## config.mk

```make
export PLATFORM = sky130hd
export DESIGN_NAME = softex_streamer_strb_gen_nd
export DESIGN_NICKNAME = d
export VERILOG_FILES = /design/src/rtl/softex_pkg.sv /design/src/rtl/softex_strb_mask_gen.sv /design/src/rtl/softex_streamer_strb_gen_nd.sv
export SDC_FILE = /design/constraint.sdc
export NUM_CORES = 1
export LEC_CHECK = 0
export CORE_AREA = 2 2 228 230
export DETAILED_ROUTE_END_ITERATION = 7
export DIE_AREA = 0 0 230 232
export DONT_BUFFER_PORTS = 1
export PLACE_DENSITY = 0.32
export REMOVE_ABC_BUFFERS = 1
export SETUP_SLACK_MARGIN = 0.3
export SYNTH_ARGS = -nofsm -noshare
export SYNTH_HDL_FRONTEND = slang
export SYNTH_SLANG_ARGS = --single-unit
```

## constraint.sdc

```tcl
create_clock -name clk_i -period 2.7 [get_ports clk_i]
set_input_delay 0.27 -clock clk_i [delete_from_list [all_inputs] [get_ports clk_i]]
set_output_delay 0.27 -clock clk_i [all_outputs]
set_load 0.005 [all_outputs]
```

## src/rtl/softex_pkg.sv

```systemverilog
// Shared types for the SoftEx strobe generators: transfer configuration, FSM states, widths.
package softex_pkg;

    localparam int DATA_W     = 256;
    localparam int STRB_CNT_W = 16;
    localparam int STRB_NB    = DATA_W / 8;
    localparam int STRB_OFF_W = $clog2(STRB_NB);

    typedef struct packed {
        logic [STRB_CNT_W-1:0] line_bytes;
        logic [STRB_CNT_W-1:0] n_lines;
        logic [STRB_OFF_W-1:0] offset;
    } softex_strb_cfg_t;

    typedef enum logic {
        STRB_IDLE,
        STRB_RUN
    } softex_strb_state_e;

endpackage

```

## src/rtl/softex_strb_mask_gen.sv

```systemverilog
// Combinational byte-strobe mask for one beat of a line: masks lanes below the offset on the
// first beat and lanes past the end index on the last beat (both on a single-beat line).
module softex_strb_mask_gen
    import softex_pkg::*;
#(
    parameter int NB    = STRB_NB,
    parameter int OFF_W = $clog2(NB)
) (
    input  logic [OFF_W-1:0] i_offset,
    input  logic [OFF_W-1:0] i_end_idx,
    input  logic             i_first,
    input  logic             i_last,
    output logic [NB-1:0]    o_strb
);

    always_comb begin
        o_strb = '0;
        for (int i = 0; i < NB; i++) begin
            o_strb[i] = (!i_first || (OFF_W'(i) >= i_offset)) &&
                        (!i_last  || (OFF_W'(i) <= i_end_idx));
        end
    end

endmodule

```

## src/rtl/softex_streamer_strb_gen_nd.sv

```systemverilog
// Per-beat byte-strobe generator for 2-D (n_lines x line_bytes) streamer transfers with a start offset.
// Optional build macro SOFTEX_STRB_ZERO_DATA_EN zeroes the data bytes whose strobe is low.
module softex_streamer_strb_gen_nd
    import softex_pkg::*;
#(
    parameter int DW    = DATA_W,
    parameter int CNT_W = STRB_CNT_W
) (
    input  logic             clk_i,
    input  logic             rst_ni,
    input  logic             clear_i,
    input  logic             start_i,
    input  softex_strb_cfg_t cfg_i,
    output logic             busy_o,
    output logic             done_o,
    input  logic             stream_i_valid,
    output logic             stream_i_ready,
    input  logic [DW-1:0]    stream_i_data,
    output logic             stream_o_valid,
    input  logic             stream_o_ready,
    output logic [DW-1:0]    stream_o_data,
    output logic [DW/8-1:0]  stream_o_strb
);

    localparam int NB    = DW / 8;
    localparam int OFF_W = $clog2(NB);

    softex_strb_state_e r_state;
    logic [CNT_W-1:0]   r_beat;
    logic [CNT_W-1:0]   r_line;
    logic               r_busy;
    logic               r_done;

    logic [CNT_W:0]     r_bpl;
    logic [CNT_W-1:0]   r_nl_m1;
    logic [OFF_W-1:0]   r_off;
    logic [OFF_W-1:0]   r_end;

    logic [CNT_W:0]     w_len;
    logic               w_degen;
    logic               w_run;
    logic               w_hs;
    logic               w_first;
    logic               w_last;
    logic               w_last_line;
    logic [NB-1:0]      w_mask;

    // Lane span of one line including the offset; one extra bit keeps the ceiling division exact.
    assign w_len   = {1'b0, cfg_i.line_bytes} + (CNT_W+1)'(cfg_i.offset);
    assign w_degen = (cfg_i.line_bytes == '0) || (cfg_i.n_lines == '0);

    always_ff @(posedge clk_i) begin
        if (r_state == STRB_IDLE && start_i) begin
            r_bpl   <= (w_len + (CNT_W+1)'(NB-1)) >> OFF_W;
            r_nl_m1 <= cfg_i.n_lines - CNT_W'(1);
            r_off   <= OFF_W'(cfg_i.offset);
            r_end   <= OFF_W'(w_len - (CNT_W+1)'(1));
        end
    end

    assign w_run       = (r_state == STRB_RUN);
    assign w_hs        = w_run & stream_i_valid & stream_o_ready;
    assign w_first     = (r_beat == '0);
    assign w_last      = ({1'b0, r_beat} == (r_bpl - (CNT_W+1)'(1)));
    assign w_last_line = (r_line == r_nl_m1);

    always_ff @(posedge clk_i or negedge rst_ni) begin
        if (!rst_ni) begin
            r_state <= STRB_IDLE;
            r_beat  <= '0;
            r_line  <= '0;
            r_busy  <= 1'b0;
            r_done  <= 1'b0;
        end else if (clear_i) begin
            r_state <= STRB_IDLE;
            r_beat  <= '0;
            r_line  <= '0;
            r_busy  <= 1'b0;
            r_done  <= 1'b0;
        end else begin
            r_done <= 1'b0;
            case (r_state)
                STRB_IDLE: begin
                    if (start_i) begin
                        if (w_degen) begin
                            r_done <= 1'b1;
                        end else begin
                            r_state <= STRB_RUN;
                            r_busy  <= 1'b1;
                        end
                    end
                end
                STRB_RUN: begin
                    if (w_hs) begin
                        if (!w_last) begin
                            r_beat <= r_beat + CNT_W'(1);
                        end else begin
                            r_beat <= '0;
                            if (w_last_line) begin
                                r_line  <= '0;
                                r_state <= STRB_IDLE;
                                r_busy  <= 1'b0;
                                r_done  <= 1'b1;
                            end else begin
                                r_line <= r_line + CNT_W'(1);
                            end
                        end
                    end
                end
                default: r_state <= STRB_IDLE;
            endcase
        end
    end

    softex_strb_mask_gen #(
        .NB    (NB),
        .OFF_W (OFF_W)
    ) i_mask_gen (
        .i_offset  (r_off),
        .i_end_idx (r_end),
        .i_first   (w_first),
        .i_last    (w_last),
        .o_strb    (w_mask)
    );

    assign busy_o         = r_busy;
    assign done_o         = r_done;
    assign stream_o_valid = w_run & stream_i_valid;
    assign stream_i_ready = w_run & stream_o_ready;
    assign stream_o_strb  = w_run ? w_mask : '0;

`ifdef SOFTEX_STRB_ZERO_DATA_EN
    always_comb begin
        stream_o_data = '0;
        for (int i = 0; i < NB; i++) begin
            stream_o_data[8*i +: 8] = stream_o_strb[i] ? stream_i_data[8*i +: 8] : 8'h00;
        end
    end
`else
    assign stream_o_data = stream_i_data;
`endif

endmodule

```

==> flow_summary.json, run 1 <==
{
  "ys_seq_area_share_pct": 26.3,
  "final_layout_size_suffix_gt1_share_pct": 36.0,
  "synth-simple-area-share_pct": 20.8,
  "p_per_area_nw_per_um2": 376,
  "hold_path.startpoint": "clear_i",
  "finalPower_uw": 3490,
  "netlist_area_um2": 7660,
  "max_stage_delay_ns": 0.42,
  "rows": 83,
  "io_buffers": 0,
  "failed_checks": "setup timing",
  "min_period_over_period_pct": 121,
  "ant_nets": 0,
  "ys.flop_type": "edfxtp_1",
  "cp_slowest_cell": "edfxtp_1",
  "diodes": 0,
  "synth_cell_types": 68,
  "crit_start": "r_bpl[3]$_DFFE_PP_",
  "cts-root-buf": "clkbuf_16",
  "place.gp.congestion": 1.17,
  "fin_ws_ns": -0.580,
  "slew_headroom_pct": 55.8,
  "post-route-min-period_ns": 3.28,
  "grt_use_total_pct": 35.9,
  "synth_fa_ha_area_share_pct": 2.06,
  "synth_compound_area_share_pct": 14.3,
  "core-area_um2": 50900,
  "start_util_pct": 15.1,
  "overflow": 0,
  "synth_top_family_by_area": "buffers and inverters",
  "final_common_cell": "buf_4",
  "required_ns": 2.43,
  "synth_cells": 946,
  "cts_tree": "done",
  "die-area_um2": 53400,
  "htreeDepth": 3,
  "hp-class": "input pin to flip-flop",
  "fin_nets": 1167,
  "final_area_um2": 9270,
  "rsz0062_at_grt": "true",
  "dpl.cell_count": 1471,
  "cap_viol_max_count": 0,
  "fmax_ghz": 0.305,
  "cts.sinks": 73,
  "num_io_pins": 591,
  "first_pass_iters": 4,
  "async_reset_ff_share_pct": 47.9,
  "crit_fanout": 8,
  "placedInstanceArea_um2": 7520,
  "syn2layout_area_growth_pct": 20.9,
  "clockBufferDepth": 2,
  "synth-edff-count": 38,
  "worstPathCellList": "buf_4 -> or4_4 -> buf_8 -> o211ai_1 -> o311ai_4 -> and4_1 -> nand3_2 -> nor3_4 -> buf_6 -> buf_16 -> buf_4 -> buf_6 -> nor2_4",
  "viasPerCell": 4.63,
  "final_util_pct": 18.2,
  "dp_hpwl_um": 91900,
  "drtIter0Drc": 573,
  "dieHeight_um": 232,
  "arrival_ns": 3.01,
  "clkTransAtPathRegs_ns": 0.08,
  "vias": 7139,
  "synth_xor_area_share_pct": 7.89,
  "setup_viol": 60,
  "grt_first_pass_wirelength_um": 113000,
  "routed_wl_um": 98500,
  "insertion_delay_ns": 0.36,
  "synth.area.mux_share_pct": 0.555,
  "synth.avg_cell_area_um2": 8.10,
  "reg2reg_from": "r_bpl[3]$_DFFE_PP_",
  "cts_buffers": 9,
  "leakage_uw": 0.00342,
  "fin_cells": 1541,
  "dp_slack_ns": -0.278,
  "status": "finished, violations left",
  "die_x_um": 230,
  "vdd_drop_max_mv": 0.291,
  "r2r_setup_slack_ns": -0.34,
  "ys_seq_elements": 73,
  "detail_route.wl_per_cell_um": 63.9,
  "yosys_warnings": 0,
  "worst_slew_pin_slew_ns": 0.660,
  "final_cell_mix": "buf_4 (126), nand2_1 (64), nor2_1 (64), o21ai_0 (45), xor2_1 (40)",
  "post-route-drc-count": 0,
  "antenna_found_initial": 0,
  "grt_pass1_vias": 6477,
  "path_class": "flip-flop to primary output",
  "end_kind": "primary output",
  "worst_setup_path_start_kind": "flip-flop",
  "maxSlewViolCount": 0,
  "finalHoldViolCount": 0,
  "skew_ns": 0.0204,
  "grt_max_degree": 36
}
area by class of cell:
cell class / instances / area (µm²)
clock inverter: 7 / 83.8
fill: 5760 / 41600
tap: 680 / 851
inverter: 29 / 109
sequential: 73 / 2020
timing repair buffer: 184 / 1720
clock buffer: 9 / 225
multi-input combinational: 559 / 4260
synthesized netlist by cell type, drive strengths merged, types with 8 or more instances:
cell	number	share of area (%)
clkbuf	24	1.2
and3	10	0.82
o31ai	9	0.88
nand4	14	1.2
inv	28	1.4
and2	8	0.65
nand3	24	1.6
edfxtp	38	15
nand2b	11	0.90
nor2b	11	0.90
xor2	40	4.6
xnor2	29	3.3
o21ai	55	3.6
ha	11	1.8
nor2	70	3.4
a21oi	47	3.1
dfrtp	35	11
o211ai	9	0.88
nor3	27	2.0
buf	261	26
nor4	25	2.8
nand2	71	3.5
through the flow:
stage | hold slack [ns] | TNS [ns]
2_1_floorplan | -0.0256 | -4.66
3_3_place_gp | -0.0195 | -6.07
3_5_place_dp | -0.0192 | -6.61
4_1_cts | 0.0123 | -16.72
5_1_grt | -0.000451 | -25.44
6_report | 0.0185 | -18.71
what timing repair did:
item,CTS,global route
endpoints found under the hold margin,50,0
hold buffers,8,0
gates cloned,3,1
pin swaps,33,34
buffers inserted,18,24
resized for setup,123,80
setup endpoints to repair,75,76
critical path: cells and delay by family, from the launching register on:
kind | cells | cell delay [ns]
buffers and inverters | 6 | 0.85
AO/OA/AOI/OAI | 2 | 0.41
flip-flops | 1 | 0.42
AND/OR/NAND/NOR | 5 | 0.97
state kept, by name (all words and copies together), names as in the netlist:
name / flops
r_beat: 16
r_line: 16
r_nl_m1: 16
r_bpl: 12
r_end: 5
r_off: 5
busy_o: 1
done_o: 1
r_state: 1
worst paths after layout:
path                                          endpoint  cells past startpoint
worst max-delay path                 stream_o_strb[16]                     13
worst min-delay path             r_beat[1]$_DFFE_PN0P_                      1
max in group asynchronous        r_beat[8]$_DFFE_PN0P_                      2
worst max register to register  r_line[11]$_DFFE_PN0P_                     14
min in group asynchronous        r_line[6]$_DFFE_PN0P_                      2
worst min register to register  r_line[15]$_DFFE_PN0P_                      1
kinds of logic (layout without fill, tap and decap cells):
logic type,Yosys count,in the layout
AOI/OAI and AO/OA,173,173
xor gates and xnor gates,69,69
adders and majority gates,12,12
buffers and inverters,314,229
DFF,73,73
muxes,4,4
and+or+nand+nor,301,301
per-layer routing:
metal / GRT usage [%] / wire length, µm
met1: 11.1 / 11700
met2: 66.8 / 51400
met3: 48.0 / 27400
met4: 22.7 / 7350
met5: 8.92 / 661
power by group:
part | internal (µW) | switching (µW) | total [µW]
combinational | 391 | 493 | 884
sequential | 1240 | 71.1 | 1310
clock | 734 | 564 | 1300
Note: power is estimated with default switching activity, not from simulation.
==> inputs of run 2 (changes only) <==
--- a/config.mk
+++ b/config.mk
@@ -12,6 +12,7 @@
 export PLACE_DENSITY = 0.32
 export REMOVE_ABC_BUFFERS = 1
 export SETUP_SLACK_MARGIN = 0.3
+export SKIP_LAST_GASP = 1
 export SYNTH_ARGS = -nofsm -noshare
 export SYNTH_HDL_FRONTEND = slang
 export SYNTH_SLANG_ARGS = --single-unit
==> run 2 against run 1 <==
Net effect: the run still ends with setup timing left; die area is the same; final area decreased by 0.15%; power is 0.17% lower; global-route usage is the same; largest cell class unchanged.
==> flow_summary.json, run 2 (synthesis gave the netlist of run 1 again) <==
{
  "timing.rr.end": "r_line[11]$_DFFE_PN0P_",
  "vdd_drop_max_mv": 0.291,
  "slew_headroom_pct": 55.5,
  "htreeDepth": 3,
  "dpl.cell_count": 1471,
  "hold_path.startpoint": "clear_i",
  "worst_setup_path_start_kind": "flip-flop",
  "end_kind": "primary output",
  "required_ns": 2.43,
  "worst_slew_pin_slew_ns": 0.665,
  "insertion_delay_ns": 0.37,
  "drtIter0Drc": 584,
  "grt_pass1_vias": 6477,
  "hold_depth": 1,
  "placedInstanceArea_um2": 7520,
  "worstPathCellList": "buf_4 -> or4_4 -> buf_8 -> o211ai_1 -> o311ai_4 -> and4_1 -> nand3_2 -> nor3_4 -> buf_6 -> buf_16 -> buf_4 -> buf_6 -> nor2_4",
  "leakage_uw": 0.00342,
  "cpLargestDelayFamily": "simple AND/OR/NAND/NOR gates",
  "core-area_um2": 50900,
  "crit_start": "r_bpl[3]$_DFFE_PP_",
  "die-area_um2": 53400,
  "cts_buffers": 9,
  "overflow": 0,
  "intPower_uw": 2360,
  "syn2layout_area_growth_pct": 20.8,
  "min_period_over_period_pct": 121,
  "path_class": "flip-flop to primary output",
  "rsz0062_at_grt": "true",
  "setup_viol": 60,
  "largest_registers": "r_beat x16, r_line x16, r_nl_m1 x16",
  "dieHeight_um": 232,
  "place.gp.congestion": 1.17,
  "final_layout_size_suffix_gt1_share_pct": 35.8,
  "start_util_pct": 15.1,
  "status": "finished, violations left",
  "dp_hpwl_um": 91900,
  "routed_wl_um": 98400,
  "maxSlewViolCount": 0,
  "final_common_cell": "buf_4",
  "fmax_ghz": 0.305,
  "r2r_setup_slack_ns": -0.34,
  "ant_nets": 0,
  "clkTransAtPathRegs_ns": 0.08,
  "worst-r2r-cell-count": 14,
  "io_buffers": 0,
  "grt_max_degree": 36,
  "hold_ws_ns": 0.0164,
  "diodes": 0,
  "cts-root-buf": "clkbuf_16",
  "cap_viol_max_count": 0,
  "grt_first_pass_wirelength_um": 113000,
  "final_cell_mix": "buf_4 (128), nor2_1 (65), nand2_1 (64), o21ai_0 (45), xor2_1 (40)",
  "final_util_pct": 18.2,
  "hp-class": "input pin to flip-flop",
  "p_seq_share_pct": 37.5,
  "fill_cells": 5754,
  "fin_setup_tns_ns": -18.64,
  "power_frac_clock_pct": 37.2,
  "post-route-drc-count": 0,
  "fin_cells": 1541,
  "vias": 7124,
  "num_io_pins": 591,
  "post-route-min-period_ns": 3.28,
  "reg2reg_from": "r_bpl[3]$_DFFE_PP_",
  "fin_ws_ns": -0.580,
  "finalHoldViolCount": 0,
  "critical_path_buf_inv_count": 6,
  "power_switching_uw": 1120,
  "fin_nets": 1167,
  "cts_tree": "done",
  "p_sw_share_pct": 32.2,
  "clockBufferDepth": 2,
  "max_stage_delay_ns": 0.42,
  "p_per_area_nw_per_um2": 376,
  "detail_route.wl_per_cell_um": 63.8,
  "cts.sinks": 73,
  "failed_checks": "setup timing",
  "pwr-share-comb_pct": 25.2,
  "crit_fanout": 8,
  "first_pass_iters": 4,
  "grt_use_total_pct": 35.9,
  "min_to": "r_beat[1]$_DFFE_PN0P_",
  "arrival_ns": 3.01,
  "viasPerCell": 4.62,
  "rows": 83,
  "skew_ns": 0.0215,
  "cp_slowest_cell": "edfxtp_1",
  "final_area_um2": 9260,
  "antenna_found_initial": 0,
  "die_x_um": 230
}
## run 2: power by group through the flow
stage | combinational (µW) | clock (µW) | sequential [µW]
global placement | 669 | 0 | 1330
detailed placement | 668 | 0 | 1330
finish | 879 | 1300 | 1310
CTS | 800 | 1350 | 1310
floorplan | 331 | 0 | 1320
global route | 945 | 1380 | 1310
## run 2: final cells by class
| type | count | area [µm²] | share of cell area [%] |
|---|---|---|---|
| tap | 680 | 851 | 9.19 |
| multi-input combinational | 559 | 4260 | 46.0 |
| inverter | 29 | 109 | 1.18 |
| clock inverter | 7 | 83.8 | 0.906 |
| sequential | 73 | 2020 | 21.8 |
| clock buffer | 9 | 225 | 2.43 |
| timing repair buffer | 184 | 1710 | 18.5 |
## run 2: worst max path at each step
stage / cells past startpoint / to / slack [ns]
final: 13 / stream_o_strb[16] / -0.58
after global routing: 14 / stream_o_strb[10] / -0.67
after CTS: 11 / stream_o_strb[10] / -0.53
after detailed placement: 12 / r_bpl[8]$_DFFE_PP_ / -0.28
after global placement: 12 / r_bpl[10]$_DFFE_PP_ / -0.30
after floorplan: 10 / r_bpl[8]$_DFFE_PP_ / -0.14
## run 2: through the flow
| stage | worst slack [ns] | total power [µW] |
|---|---|---|
| 2_1_floorplan | -0.137 | 1650 |
| 3_3_place_gp | -0.298 | 2000 |
| 3_5_place_dp | -0.278 | 2000 |
| 4_1_cts | -0.535 | 3450 |
| 5_1_grt | -0.672 | 3630 |
| 6_report | -0.580 | 3480 |
## run 2: metal layers
metal	GRT usage, %	up-vias	share of wire [%]
li1	-	2848	-
met2	66.8	930	52
met5	8.92	-	0.67
met1	11.1	3184	12
met4	22.7	12	7.5
met3	48.0	150	28
## run 2: timing repair
item | CTS | global route
setup endpoints to repair | 75 | 76
pin swaps | 33 | 34
hold buffers | 8 | 0
gates resized for setup | 122 | 77
gates cloned | 3 | 1
setup buffers | 18 | 24
endpoints found under the hold margin | 50 | 0
==> inputs of run 3 (changes only) <==
--- a/config.mk
+++ b/config.mk
@@ -5,10 +5,12 @@
 export SDC_FILE = /design/constraint.sdc
 export NUM_CORES = 1
 export LEC_CHECK = 0
-export CORE_AREA = 2 2 228 230
+export ABC_AREA = 1
+export CORE_AREA = 2 2 231 233
 export DETAILED_ROUTE_END_ITERATION = 7
-export DIE_AREA = 0 0 230 232
+export DIE_AREA = 0 0 233 235
 export DONT_BUFFER_PORTS = 1
+export GPL_ROUTABILITY_DRIVEN = 0
 export PLACE_DENSITY = 0.32
 export REMOVE_ABC_BUFFERS = 1
 export SETUP_SLACK_MARGIN = 0.3
==> constraint.sdc (replaced) <==
create_clock -name clk_i -period 2.7 [get_ports clk_i]
set_input_delay 0.27 -clock clk_i [delete_from_list [all_inputs] [get_ports clk_i]]
set_output_delay 0.27 -clock clk_i [all_outputs]
set_load 0.01 [all_outputs]
==> run 3 against run 2 <==
Net effect: the run still ends with setup timing left; clock-buffer cell count did not move; sequential power barely moved; synthesized area rose by 2.8%; power up 7.1%; first-iteration DRC count grew 22%; clock power shrank 5%; non-clock buffer count decreased by 95; via count increased by 2.5%; core utilization down 1.9 points; register-to-register slack improved by 0.62 ns; global-route usage down 0.66 points.
==> flow_summary.json, run 3 <==
{
  "status": "finished, violations left",
  "failed_checks": "setup timing",
  "worstPathCellList": "nor2_2 -> nand2_2 -> inv_2 -> nand2_2 -> o21ai_2 -> nand2_1 -> inv_1 -> nand2_1 -> nor2_2 -> nand2_2 -> nor2_4 -> buf_6 -> a31oi_4 -> buf_6",
  "finalHoldViolCount": 0,
  "cts_buffers": 9,
  "routed_wl_um": 98600,
  "slew_headroom_pct": 53.7,
  "p_seq_share_pct": 35.2,
  "ys_seq_elements": 73,
  "fmax_ghz": 0.358,
  "cts.sinks": 73,
  "start_util_pct": 15.1,
  "core-area_um2": 52200,
  "final_cell_mix": "nand2_1 (176), inv_1 (109), nor2_1 (95), buf_4 (58), nand3_1 (57)",
  "cts_tree": "done",
  "detail_route.wl_per_cell_um": 59.7,
  "fin_setup_tns_ns": -0.797,
  "final_common_cell": "nand2_1",
  "hold_ws_ns": 0.0955,
  "cp_slowest_cell": "edfxtp_1",
  "p_sw_share_pct": 36.2,
  "rsz0062_at_grt": "true",
  "hp-class": "input pin to flip-flop",
  "path_class": "flip-flop to primary output",
  "viasPerCell": 4.42,
  "grt_max_degree": 36,
  "synth_cells": 1128,
  "placedInstanceArea_um2": 7140,
  "cpLargestDelayFamily": "simple AND/OR/NAND/NOR gates",
  "worst_setup_path_start_kind": "flip-flop",
  "post-route-min-period_ns": 2.80,
  "num_io_pins": 591,
  "ant_nets": 0,
  "clockBufferDepth": 2,
  "synth-edff-count": 38,
  "reg2reg_from": "r_bpl[0]$_DFFE_PP_",
  "ys_seq_area_share_pct": 25.6,
  "vdd_drop_max_mv": 0.340,
  "synth.most_common_cell": "buf_4",
  "netlist_area_um2": 7880,
  "cts-root-buf": "clkbuf_16",
  "overflow": 0,
  "post-route-drc-count": 0,
  "grt_use_total_pct": 35.3,
  "worst-r2r-cell-count": 17,
  "clkTransAtPathRegs_ns": 0.06,
  "synth_top_area_share_pct": 24.5,
  "skew_ns": 0.00830,
  "yosys_warnings": 0,
  "fin_ws_ns": -0.0958,
  "hold_depth": 3,
  "power_switching_uw": 1350,
  "maxSlewViolCount": 0,
  "max_stage_delay_ns": 0.45,
  "cp_common_cell": "nand2_2",
  "multi_input_area_um2": 3960,
  "synth.avg_cell_area_um2": 6.98,
  "syn2layout_area_growth_pct": 8.33,
  "timing.rr.end": "r_line[1]$_DFFE_PN0P_",
  "final_area_um2": 8530,
  "first_pass_iters": 5,
  "finalPower_uw": 3730,
  "dieHeight_um": 235,
  "drtIter0Drc": 711,
  "die-area_um2": 54800,
  "pwr-share-comb_pct": 31.5,
  "power_frac_clock_pct": 33.3,
  "async_reset_ff_share_pct": 47.9,
  "synth_cell_types": 43,
  "p_per_area_nw_per_um2": 438,
  "die_x_um": 233,
  "min_to": "r_line[13]$_DFFE_PN0P_",
  "vias": 7302,
  "min_period_over_period_pct": 104,
  "r2r_setup_slack_ns": 0.28,
  "synth_common_cells": "buf_4 (257), nand2_1 (206), inv_1 (134), nor2_1 (123), nand3_1 (63)",
  "end_kind": "primary output",
  "antenna_found_initial": 0,
  "hold_path.startpoint": "clear_i",
  "register_area_um2": 2020,
  "synth_top_cell_by_area": "buf_4",
  "rows": 84,
  "insertion_delay_ns": 0.36,
  "htreeDepth": 3,
  "fill_cells": 5962,
  "fin_nets": 1270,
  "dp_hpwl_um": 93200,
  "critical_path_buf_inv_count": 4,
  "arrival_ns": 2.53,
  "intPower_uw": 2380,
  "required_ns": 2.43,
  "ys.flop_type": "edfxtp_1",
  "worst_slew_pin_slew_ns": 0.687,
  "diodes": 0,
  "leakage_uw": 0.00358,
  "cap_viol_max_count": 0,
  "largest_registers": "r_beat x16, r_line x16, r_nl_m1 x16",
  "setup_viol": 16,
  "yosys-top-cells-area": "buf_4 (24%), edfxtp_1 (14%), dfrtp_1 (11%)",
  "io_buffers": 0,
  "grt_first_pass_wirelength_um": 114000,
  "grt_pass1_vias": 6524,
  "final_layout_size_suffix_gt1_share_pct": 26.3,
  "crit_fanout": 4
}
[run 3: repair_timing]
| item | 4_1_cts | 5_1_grt |
|---|---|---|
| hold buffers | 8 | 0 |
| gates resized for setup | 95 | 123 |
| cloned | 0 | 2 |
| endpoints found under the setup margin | 45 | 64 |
| endpoints found under the hold margin | 41 | 0 |
| setup buffers | 18 | 12 |
| pin swaps | 20 | 28 |
[run 3: area by class of cell]
class                           count  share of cell area, %
Timing Repair Buffer               89                   9.75
Timing Repair inverter              1                  0.132
Sequential cell                    73                   23.6
Tap cell                          688                   10.1
Inverter                          141                   6.47
Multi-Input combinational cell    644                   46.5
Clock buffer                        9                   2.64
Clock inverter                      7                  0.821
[run 3: cell families (layout without fill, tap and decap cells)]
logic type | after synthesis | in the layout | share of synthesized area (%)
AO/OA/AOI/OAI | 90 | 90 | 6.50
buffers and inverters | 411 | 247 | 32.0
XOR/XNOR | 65 | 65 | 7.32
adder cells (fa/ha/maj) | 12 | 12 | 2.00
AND/OR/NAND/NOR | 477 | 477 | 26.5
flip-flops | 73 | 73 | 25.6
[run 3: power by group through the flow]
stage / clock (µW) / sequential (µW) / combinational, µW
final: 1240 / 1310 / 1180
after global routing: 1310 / 1320 / 1280
after CTS: 1280 / 1310 / 1100
after detailed placement: 0 / 1340 / 939
after global placement: 0 / 1340 / 950
after floorplan: 0 / 1320 / 522
[run 3: tightest hold or removal path, stage by stage]
cell     delay (ns)
nor3_1         0.04
nand2_2        0.05
o21ai_1        0.05
[run 3: how the worst max path moves through the flow]
| stage | from | to | slack, ns | cells after the start |
|---|---|---|---|---|
| floorplan | r_state$_DFF_PN0_ | r_bpl[0]$_DFFE_PP_ | 0.05 | 1 |
| finish | r_bpl[2]$_DFFE_PP_ | stream_o_strb[11] | -0.1 | 14 |
| detailed placement | r_bpl[0]$_DFFE_PP_ | stream_o_strb[27] | -0.08 | 11 |
| CTS | r_bpl[1]$_DFFE_PP_ | stream_o_strb[5] | -0.07 | 15 |
| global route | r_bpl[2]$_DFFE_PP_ | stream_o_strb[11] | -0.30 | 14 |
| global placement | r_bpl[0]$_DFFE_PP_ | stream_o_strb[27] | -0.04 | 11 |
[run 3: metal layers]
metal	routed length, µm	part of all wire, %	up-vias	track usage, %
li1	-	-	2978	-
met1	12500	13	3193	12.6
met2	47500	48	941	59.8
met3	28200	29	172	47.3
met4	9960	10	18	28.5
met5	557	0.56	-	7.32
[run 3: stage by stage]
| stage | util, % | worst slack, ns | cells |
|---|---|---|---|
| finish | 16.3 | -0.0958 | 1652 |
| global placement | 13.7 | -0.0411 | 1596 |
| detailed placement | 13.7 | -0.0767 | 1596 |
| floorplan | - | 0.0452 | 858 |
| CTS | 15.3 | -0.0677 | 1638 |
| global route | 16.3 | -0.296 | 1652 |
